$ cat src/rtl/lfsr_burst_source.sv
// Multi-channel, multi-lane Galois LFSR stimulus source with a valid/ready output stream.
// Supports free-run (stop-terminated), counted burst, and replay (reseed + burst) modes.
module lfsr_burst_source #(
    parameter int          WIDTH    = 64,
    parameter int          CHANNELS = 2,
    parameter logic [31:0] SEED     = 32'h1,
    parameter int          CNT_W    = 16
) (
    input  logic                        clk,
    input  logic                        reset,
    input  logic                        start,
    input  logic [1:0]                  mode,
    input  logic [CNT_W-1:0]            burst_len,
    input  logic                        stop,
    input  logic                        reseed,
    input  logic                        out_ready,
    output logic                        out_valid,
    output logic [CHANNELS*WIDTH-1:0]   out_data,
    output logic                        out_last,
    output logic                        busy,
    output logic                        done,
    output logic [CNT_W-1:0]            word_count
);

    localparam int          LANES   = WIDTH / 32;
    localparam int          NLANES  = CHANNELS * LANES;
    localparam logic [31:0] POLY    = 32'h80200003;
    localparam logic [31:0] GOLDEN  = 32'h9E3779B9;

    localparam logic [1:0] S_IDLE  = 2'd0;
    localparam logic [1:0] S_RUN   = 2'd1;
    localparam logic [1:0] S_BURST = 2'd2;
    localparam logic [1:0] S_DONE  = 2'd3;

    logic [1:0]       r_state;
    logic             r_stop_pending;
    logic [CNT_W-1:0] r_word_count;
    logic [CNT_W-1:0] r_burst_len;
    logic [31:0]      r_lane [NLANES];
    logic [31:0]      w_seed [NLANES];

    logic w_idle;
    logic w_fire;
    logic w_accept;
    logic w_load;

    assign w_idle   = (r_state == S_IDLE);
    assign w_fire   = out_valid & out_ready;
    assign w_accept = w_idle & start & (mode != 2'b00);
    // Reseed and a mode-11 start both reload; a same-cycle start then sees the seed word first.
    assign w_load   = w_idle & (reseed | (start & (mode == 2'b11)));

    assign out_valid  = (r_state == S_RUN) | (r_state == S_BURST);
    assign busy       = out_valid;
    assign done       = (r_state == S_DONE);
    assign word_count = r_word_count;
    assign out_last   = ((r_state == S_RUN) & r_stop_pending) |
                        ((r_state == S_BURST) & (r_word_count == (r_burst_len - CNT_W'(1))));

    generate
        for (genvar gi = 0; gi < NLANES; gi++) begin : g_lane
            localparam logic [31:0] K        = 32'(gi);
            localparam logic [31:0] SEED_RAW = SEED ^ (K * GOLDEN);

            assign w_seed[gi] = (SEED_RAW == 32'h0) ? 32'h1 : SEED_RAW;
            assign out_data[gi*32 +: 32] = r_lane[gi];

            always_ff @(posedge clk or negedge reset) begin
                if (!reset) begin
                    r_lane[gi] <= w_seed[gi];
                end else if (w_load) begin
                    r_lane[gi] <= w_seed[gi];
                end else if (w_fire) begin
                    r_lane[gi] <= {1'b0, r_lane[gi][31:1]} ^ (r_lane[gi][0] ? POLY : 32'h0);
                end
            end
        end
    endgenerate

    always_ff @(posedge clk or negedge reset) begin
        if (!reset) begin
            r_state        <= S_IDLE;
            r_stop_pending <= 1'b0;
            r_word_count   <= '0;
            r_burst_len    <= '0;
        end else begin
            if (w_accept) begin
                r_word_count <= '0;
            end else if (w_fire) begin
                r_word_count <= r_word_count + CNT_W'(1);
            end

            case (r_state)
                S_IDLE: begin
                    if (w_accept) begin
                        r_burst_len <= burst_len;
                        if (mode == 2'b01) begin
                            r_state <= S_RUN;
                        end else if (burst_len == '0) begin
                            r_state <= S_DONE;
                        end else begin
                            r_state <= S_BURST;
                        end
                    end
                end
                S_RUN: begin
                    if (w_fire && out_last) begin
                        r_state <= S_DONE;
                    end else if (stop) begin
                        r_stop_pending <= 1'b1;
                    end
                end
                S_BURST: begin
                    if (w_fire && out_last) begin
                        r_state <= S_DONE;
                    end
                end
                default: begin
                    r_state        <= S_IDLE;
                    r_stop_pending <= 1'b0;
                end
            endcase
        end
    end

endmodule

$ cat config.mk
export PLATFORM = sky130hd
export DESIGN_NAME = lfsr_burst_source
export DESIGN_NICKNAME = d
export VERILOG_FILES = /design/src/rtl/lfsr_burst_source.sv
export SDC_FILE = /design/constraint.sdc
export NUM_CORES = 1
export LEC_CHECK = 0
export CAP_MARGIN = 20
export CORE_ASPECT_RATIO = 0.8
export CORE_UTILIZATION = 55
export CTS_CLUSTER_DIAMETER = 100
export DETAILED_ROUTE_END_ITERATION = 10
export DONT_BUFFER_PORTS = 1
export MAX_ROUTING_LAYER = met4
export PLACE_DENSITY = 0.68
export SYNTH_ARGS = -nofsm -noshare
export SYNTH_HDL_FRONTEND = slang
export SYNTH_SLANG_ARGS = --single-unit
$ cat constraint.sdc
create_clock -name clk -period 6.5 [get_ports clk]
set_input_delay 0.975 -clock clk [delete_from_list [all_inputs] [get_ports clk]]
set_output_delay 0.975 -clock clk [all_outputs]
set_load 0.005 [all_outputs]
==> run_results.csv, run 1 <==
group,metric,value,unit
die,die_w,131,um
final_layout,finalNetCount,813,
yosys,yosys-top-cells-area,"dfrtp_1 (36%), dfstp_2 (20%), nand2_1 (15%)",
power,clkPwrFrac,27.2,%
die,coreArea,13000,sq um
placement,io_buffers,0,
final_layout,syn_to_final_growth,8.83,%
global_routing,grt_most_used_layer,"met2",
power,p_per_area,494,nW/um^2
worst_setup_path,endpoint_kind,"output port",
placement,dp_hpwl,11200,um
yosys,yosysMostFrequentCell,"nand2_1",
worst_setup_path,start_kind,"flop",
yosys,synthTopCellsByCount,"nand2_1 (295), dfrtp_1 (106), a21oi_1 (76)",
worst_setup_path,cpPeakStageDelay,0.53,ns
power,p_sw,1.51,mW
global_routing,grt_max_degree,164,
timing,final_max_slew_viol_count,0,
yosys,syn_area_per_cell,9.06,sq um
die,start_util,56.9,%
final_layout,finalNonFillerCells,971,
job,maxCapViolations,0,
clock_network,clock_path_buffers,2,
drt,ant_nets,0,
drt,post-route-drc-count,0,
power,swShare,37.9,%
worst_setup_path,crit_path_frequent_cell,"inv_1",
die,die_y,106,um
clock_network,cts.sinks,163,
final_layout,drive_gt1_share,13.4,%
drt,wire_per_inst,17.9,um
clock_network,postCtsHoldBufs,0,
global_routing,met2_usage,38.0,%
power,combPwrFrac,28.2,%
timing,relSlewSlack,26.4,%
drt,via_count,5674,
timing,fmax,253,MHz
global_routing,grt_pass1_wl,28300,um
worst_setup_path,worstSetupPathType,"flop to output port",
clock_network,cts_made_buffers,17,
clock_network,path_clk_slew,0.06,ns
run_status,status,"finished clean",
yosys,synth_cells,814,
global_routing,grt_pass1_vias,5413,
yosys,ys_types,53,
timing,timing.final.crit_share,60.8,%
yosys,postSynthNetCount,844,
power,p_int,2.46,mW
clock_network,clkLatencyLatePin,0.42,ns
min_path,hold_class,"primary input to async pin",
placement,place_inst,939,
drt,dr.pass1.iters,7,
worst_setup_path,cp_max_fo,4,
timing,worst_pin_slew,1.10,ns
yosys,synth.largest_area_cell,"dfrtp_1",
worst_setup_path,crit_chain,"inv_1 > ha_1 > xor2_1 > nand3_1 > or4_1 > a2111o_1 > nor4_4 > a32oi_1 > inv_1",
timing,final_hold_viol_count,0,
final_layout,final_core_util,61.9,%
yosys,yosysSeqAreaShare,56.2,%
drt,wl,17400,um
yosys,yosys.area.top_type_share,36.0,%
timing,setup_viol_count_final,0,
global_routing,gr-total-overflow,0,
yosys,syn_area,7380,sq um
timing,skew,0.00822,ns
die,rows,37,
yosys,synth_ff_type,"dfrtp_1",
worst_setup_path,crit_arrival,2.97,ns
yosys,ys_async_sr_fraction,100,%
clock_network,cts_resized,0,
timing,rsz0062_at_grt,"false",
clock_network,clock-root-buffer,"clkbuf_16",
placement,routabilityCongestion,0.884,
clock_network,post-cts-setup-buffer-count,0,
power,seq_power_share,44.6,%
global_routing,grt.total_usage,26.6,%
yosys,synth_seq_cells,163,
timing,fin_tns_setup,0,ns
clock_network,cts_tree,"done",
yosys,yosys_warnings,0,
die,die_area,13900,sq um
drt,initialDrtViolationCount,470,
worst_setup_path,slowest_stage,"or4_1",
yosys,synth_edf_count,0,
timing,final.min_clock_period,3.95,ns
final_layout,fill_cells,1108,
worst_setup_path,required,5.52,ns
power,p_leak,3.59,nW
final_layout,antennaDiodeCount,0,
clock_network,cts_max_level,4,
drt,avgViaCountPerCell,5.84,
global_routing,met1_usage,35.9,%
global_routing,gr-usage-met3,9.19,%
global_routing,antenna_found_initial,0,
power,ir_worst_vdd,0.000518,V
die,num_io_pins,172,
==> layer usage <==
layer	share of wire, %	vias to the layer above
li1	-	2614
met1	45	2852
met2	45	188
met3	8.5	20
met4	1.2	0
met5	0	-
==> per-stage QoR <==
stage	instance area (sq um)	setup WS, ns	power (mW)	hold WS (ns)
6_report	8030	2.55	3.97	0.245
5_1_grt	8030	2.46	4.23	0.226
4_1_cts	8030	2.57	3.99	0.229
3_5_place_dp	7390	3.04	2.90	0.491
3_3_place_gp	7390	3.12	2.84	0.480
2_1_floorplan	7380	3.28	2.63	0.467
==> cells in the final DEF, fill, tap and decap left out, types with 5 or more instances in the layout <==
master,netlist,layout
clkbuf_16,0,17
nand3_1,60,60
nor4_1,6,6
o21ai_0,12,11
xor2_1,23,23
inv_1,8,8
a21oi_1,76,76
nand4_1,8,8
nand2_1,295,294
nor2_1,30,30
dfrtp_1,106,106
dfstp_2,57,57
ha_1,6,6
xnor2_1,18,18
o211ai_1,6,6
and3_1,6,6
buf_4,1,5
==> power by group through the flow <==
stage,clock [mW],combinational [mW],sequential [mW]
floorplan,0,0.975,1.65
global placement,0,1.07,1.77
detailed placement,0,1.12,1.78
CTS,1.10,1.12,1.77
global route,1.13,1.28,1.82
finish,1.08,1.12,1.77
==> state kept, by name, indices dropped and copies added, names as in the netlist <==
signal,flops
r_burst_len,16
r_state,2
r_stop_pending,1
out_data,128
word_count,16
==> logic make-up (layout without fill, tap and decap cells) <==
logic type,count (synthesis),in the layout,share of synthesized area [%]
compound gates,114,114,8.89
xor+xnor,42,42,5.09
fa+ha+maj,6,6,1.02
buf+inv,63,45,4.00
flops,163,163,56.2
mux,2,2,0.288
simple gates,424,424,24.5
==> path summary, 6_finish.rpt <==
path	from	endpoint	depth (start not counted)	slack [ns]
hold / removal	reset	r_burst_len[13]	0	0.25
setup / recovery	r_burst_len[0]	out_last	9	2.55
min in group clk	out_data[44]	out_data[43]	2	0.50
setup reg to reg	r_state[0]	out_data[96]	7	3.63
max in group asynchronous	reset	out_data[44]	0	5.86
hold reg to reg	out_data[44]	out_data[43]	2	0.50
==> cell type report <==
class	count	area (sq um)	share of cell area, %
inverters	8	30.0	0.374
flip-flops and latches	163	4150	51.7
multi-input cells	588	2960	36.8
well taps	175	219	2.73
clock buffers	18	439	5.47
repair buffers	5	37.5	0.467
clock inverters	14	199	2.48
==> worst max-delay path, delay by kind of cell (launching register included) <==
family | cells | cell delay (ns)
fa+ha+maj | 1 | 0.30
simple gates | 3 | 0.81
flops | 1 | 0.41
xor+xnor | 1 | 0.16
buf+inv | 2 | 0.20
compound gates | 2 | 0.67
(Power assumes the default switching activity.)
==> inputs of run 2 (changes only) <==
--- a/config.mk
+++ b/config.mk
@@ -12,7 +12,7 @@
 export DETAILED_ROUTE_END_ITERATION = 10
 export DONT_BUFFER_PORTS = 1
 export MAX_ROUTING_LAYER = met4
-export PLACE_DENSITY = 0.68
+export PLACE_DENSITY = 0.71
 export SYNTH_ARGS = -nofsm -noshare
 export SYNTH_HDL_FRONTEND = slang
 export SYNTH_SLANG_ARGS = --single-unit
==> constraint.sdc (replaced) <==
create_clock -name clk -period 3.4 [get_ports clk]
set_input_delay 0.51 -clock clk [delete_from_list [all_inputs] [get_ports clk]]
set_output_delay 0.51 -clock clk [all_outputs]
set_load 0.005 [all_outputs]
==> run_results.csv, run 2 (synthesis results as in run 1) <==
group,metric,value,unit
run_status,status,"finished, violations left",
run_status,violations,"hold timing",
global_routing,grt_max_degree,164,
final_layout,most-common-layout-cells,"nand2_1 (294), dfrtp_1 (104), a21oi_1 (76)",
timing,worst_pin_slew,0.784,ns
worst_setup_path,start_kind,"flop",
global_routing,grt_most_used_layer,"met2",
die,die_w,131,um
clock_network,path_clk_slew,0.07,ns
power,p_per_area,940,nW/um^2
timing,setup_viol_count_final,0,
timing,timing.final.crit_share,98.1,%
die,die_area,13900,sq um
clock_network,cts_tree,"done",
worst_setup_path,cp-startpoint,"r_burst_len[1]",
global_routing,met1_usage,35.4,%
drt,dr.pass1.iters,6,
worst_setup_path,endpoint_kind,"output port",
timing,final_hold_viol_count,106,
global_routing,grt_pass1_wl,28300,um
die,start_util,56.9,%
worst_setup_path,worstSetupPathType,"flop to output port",
global_routing,gr-usage-met3,10.4,%
power,ir_worst_vdd,0.000789,V
global_routing,met2_usage,37.6,%
drt,initialDrtViolationCount,461,
global_routing,gr-total-overflow,0,
drt,ant_nets,0,
clock_network,cts.sinks,163,
timing,final.min_clock_period,3.34,ns
timing,fin_tns_setup,0,ns
worst_setup_path,cp_max_fo,3,
placement,routabilityCongestion,0.890,
global_routing,grt.total_usage,26.8,%
final_layout,final_core_util,62.7,%
timing,fmax,300,MHz
min_path,hold_class,"primary input to async pin",
worst_setup_path,required,2.89,ns
timing,relSlewSlack,47.8,%
final_layout,final_area,8130,sq um
job,maxCapViolations,0,
final_layout,antennaDiodeCount,0,
drt,wl,17700,um
placement,place_area,7420,sq um
timing,skew,0.0104,ns
placement,dp_hpwl,11200,um
clock_network,clkLatencyLatePin,0.43,ns
placement,io_buffers,0,
clock_network,clock-root-buffer,"clkbuf_16",
drt,wire_per_inst,18.1,um
die,coreArea,13000,sq um
drt,avgViaCountPerCell,5.84,
final_layout,syn_to_final_growth,10.1,%
clock_network,cts_max_level,4,
worst_setup_path,crit_arrival,2.83,ns
die,num_io_pins,172,
final_layout,final_common_cell,"nand2_1",
clock_network,clock_path_buffers,2,
drt,post-route-drc-count,0,
die,die_y,106,um
timing,timing.hold.ws,-0.219,ns
final_layout,fill_cells,1057,
die,rows,37,
worst_setup_path,regToRegStartpoint,"r_burst_len[1]",
final_layout,largest_register_ffs,128,
final_layout,drive_gt1_share,15.2,%
final_layout,finalNetCount,820,
global_routing,grt_pass1_vias,5352,
timing,final_max_slew_viol_count,0,
clock_network,cts_made_buffers,17,
power,p_leak,3.63,nW
drt,via_count,5711,
global_routing,antenna_found_initial,0,
timing,rsz0062_at_grt,"true",
## run 2: cell types whose count changed in the layout (fill, tap and decap cells not counted), moves of 2 or more
cell	delta
inv_1	-2
inv_6	+2
buf_4	+5
buf_12	+2
nor3_2	-2
nor3_4	+2
dfrtp_2	+2
dfrtp_1	-2
inv_2	+2
## run 2: worst paths after layout
| check | endpoint | slack (ns) | cells after the start |
|---|---|---|---|
| worst min register to register | r_burst_len[15] | 0.50 | 2 |
| worst max-delay path | out_last | 0.06 | 9 |
| worst min-delay path | r_burst_len[12] | -0.22 | 0 |
| max in group asynchronous | out_data[64] | 3.18 | 0 |
| min in group clk | r_burst_len[8] | 0.19 | 2 |
| worst max register to register | r_state[1] | 0.73 | 10 |
## run 2: area by class of cell
type,count,area (sq um),share of cell area (%)
well taps,175,219,2.69
inverters,8,30.0,0.370
multi-input cells,588,3000,37.0
clock inverters,14,175,2.16
flip-flops and latches,163,4150,51.1
clock buffers,18,429,5.28
repair buffers,12,115,1.42
## run 2: what timing repair did
action | CTS | global route
resized for setup | 0 | 11
setup endpoints to repair | 1 | 1
setup buffers | 1 | 7
hold endpoints to repair | 163 | 163
pin swaps | 0 | 9
## run 2: worst max-delay path: stages, from the launching register on
cell	delay, ns
dfrtp_1	0.39
inv_2	0.07
ha_4	0.27
xor2_2	0.12
nand3_1	0.07
or4_1	0.47
a2111o_1	0.35
nor4_4	0.33
a32oi_2	0.19
inv_1	0.12
## run 2: metrics by stage
step | worst slack [ns] | hold slack (ns) | total power [mW] | cells
after floorplan | 0.646 | 0.214 | 5.02 | 814
after global placement | 0.501 | 0.219 | 5.44 | 940
after detailed placement | 0.454 | 0.219 | 5.57 | 940
after CTS | 0.0331 | -0.236 | 7.57 | 973
after global routing | -0.0712 | -0.238 | 8.13 | 978
final | 0.0639 | -0.219 | 7.64 | 978
## run 2: where the power goes
group / internal (mW) / switching, mW / leakage, nW / total [mW]
logic: 0.865 / 1.41 / 1.31 / 2.28
registers: 2.68 / 0.715 / 2.03 / 3.39
clock network: 1.17 / 0.801 / 0.290 / 1.97
## run 2: routing by layer
layer | up-vias | part of all wire, %
li1 | 2645 | -
met1 | 2829 | 43
met2 | 221 | 46
met3 | 16 | 9.8
met4 | 0 | 1.1
met5 | - | 0
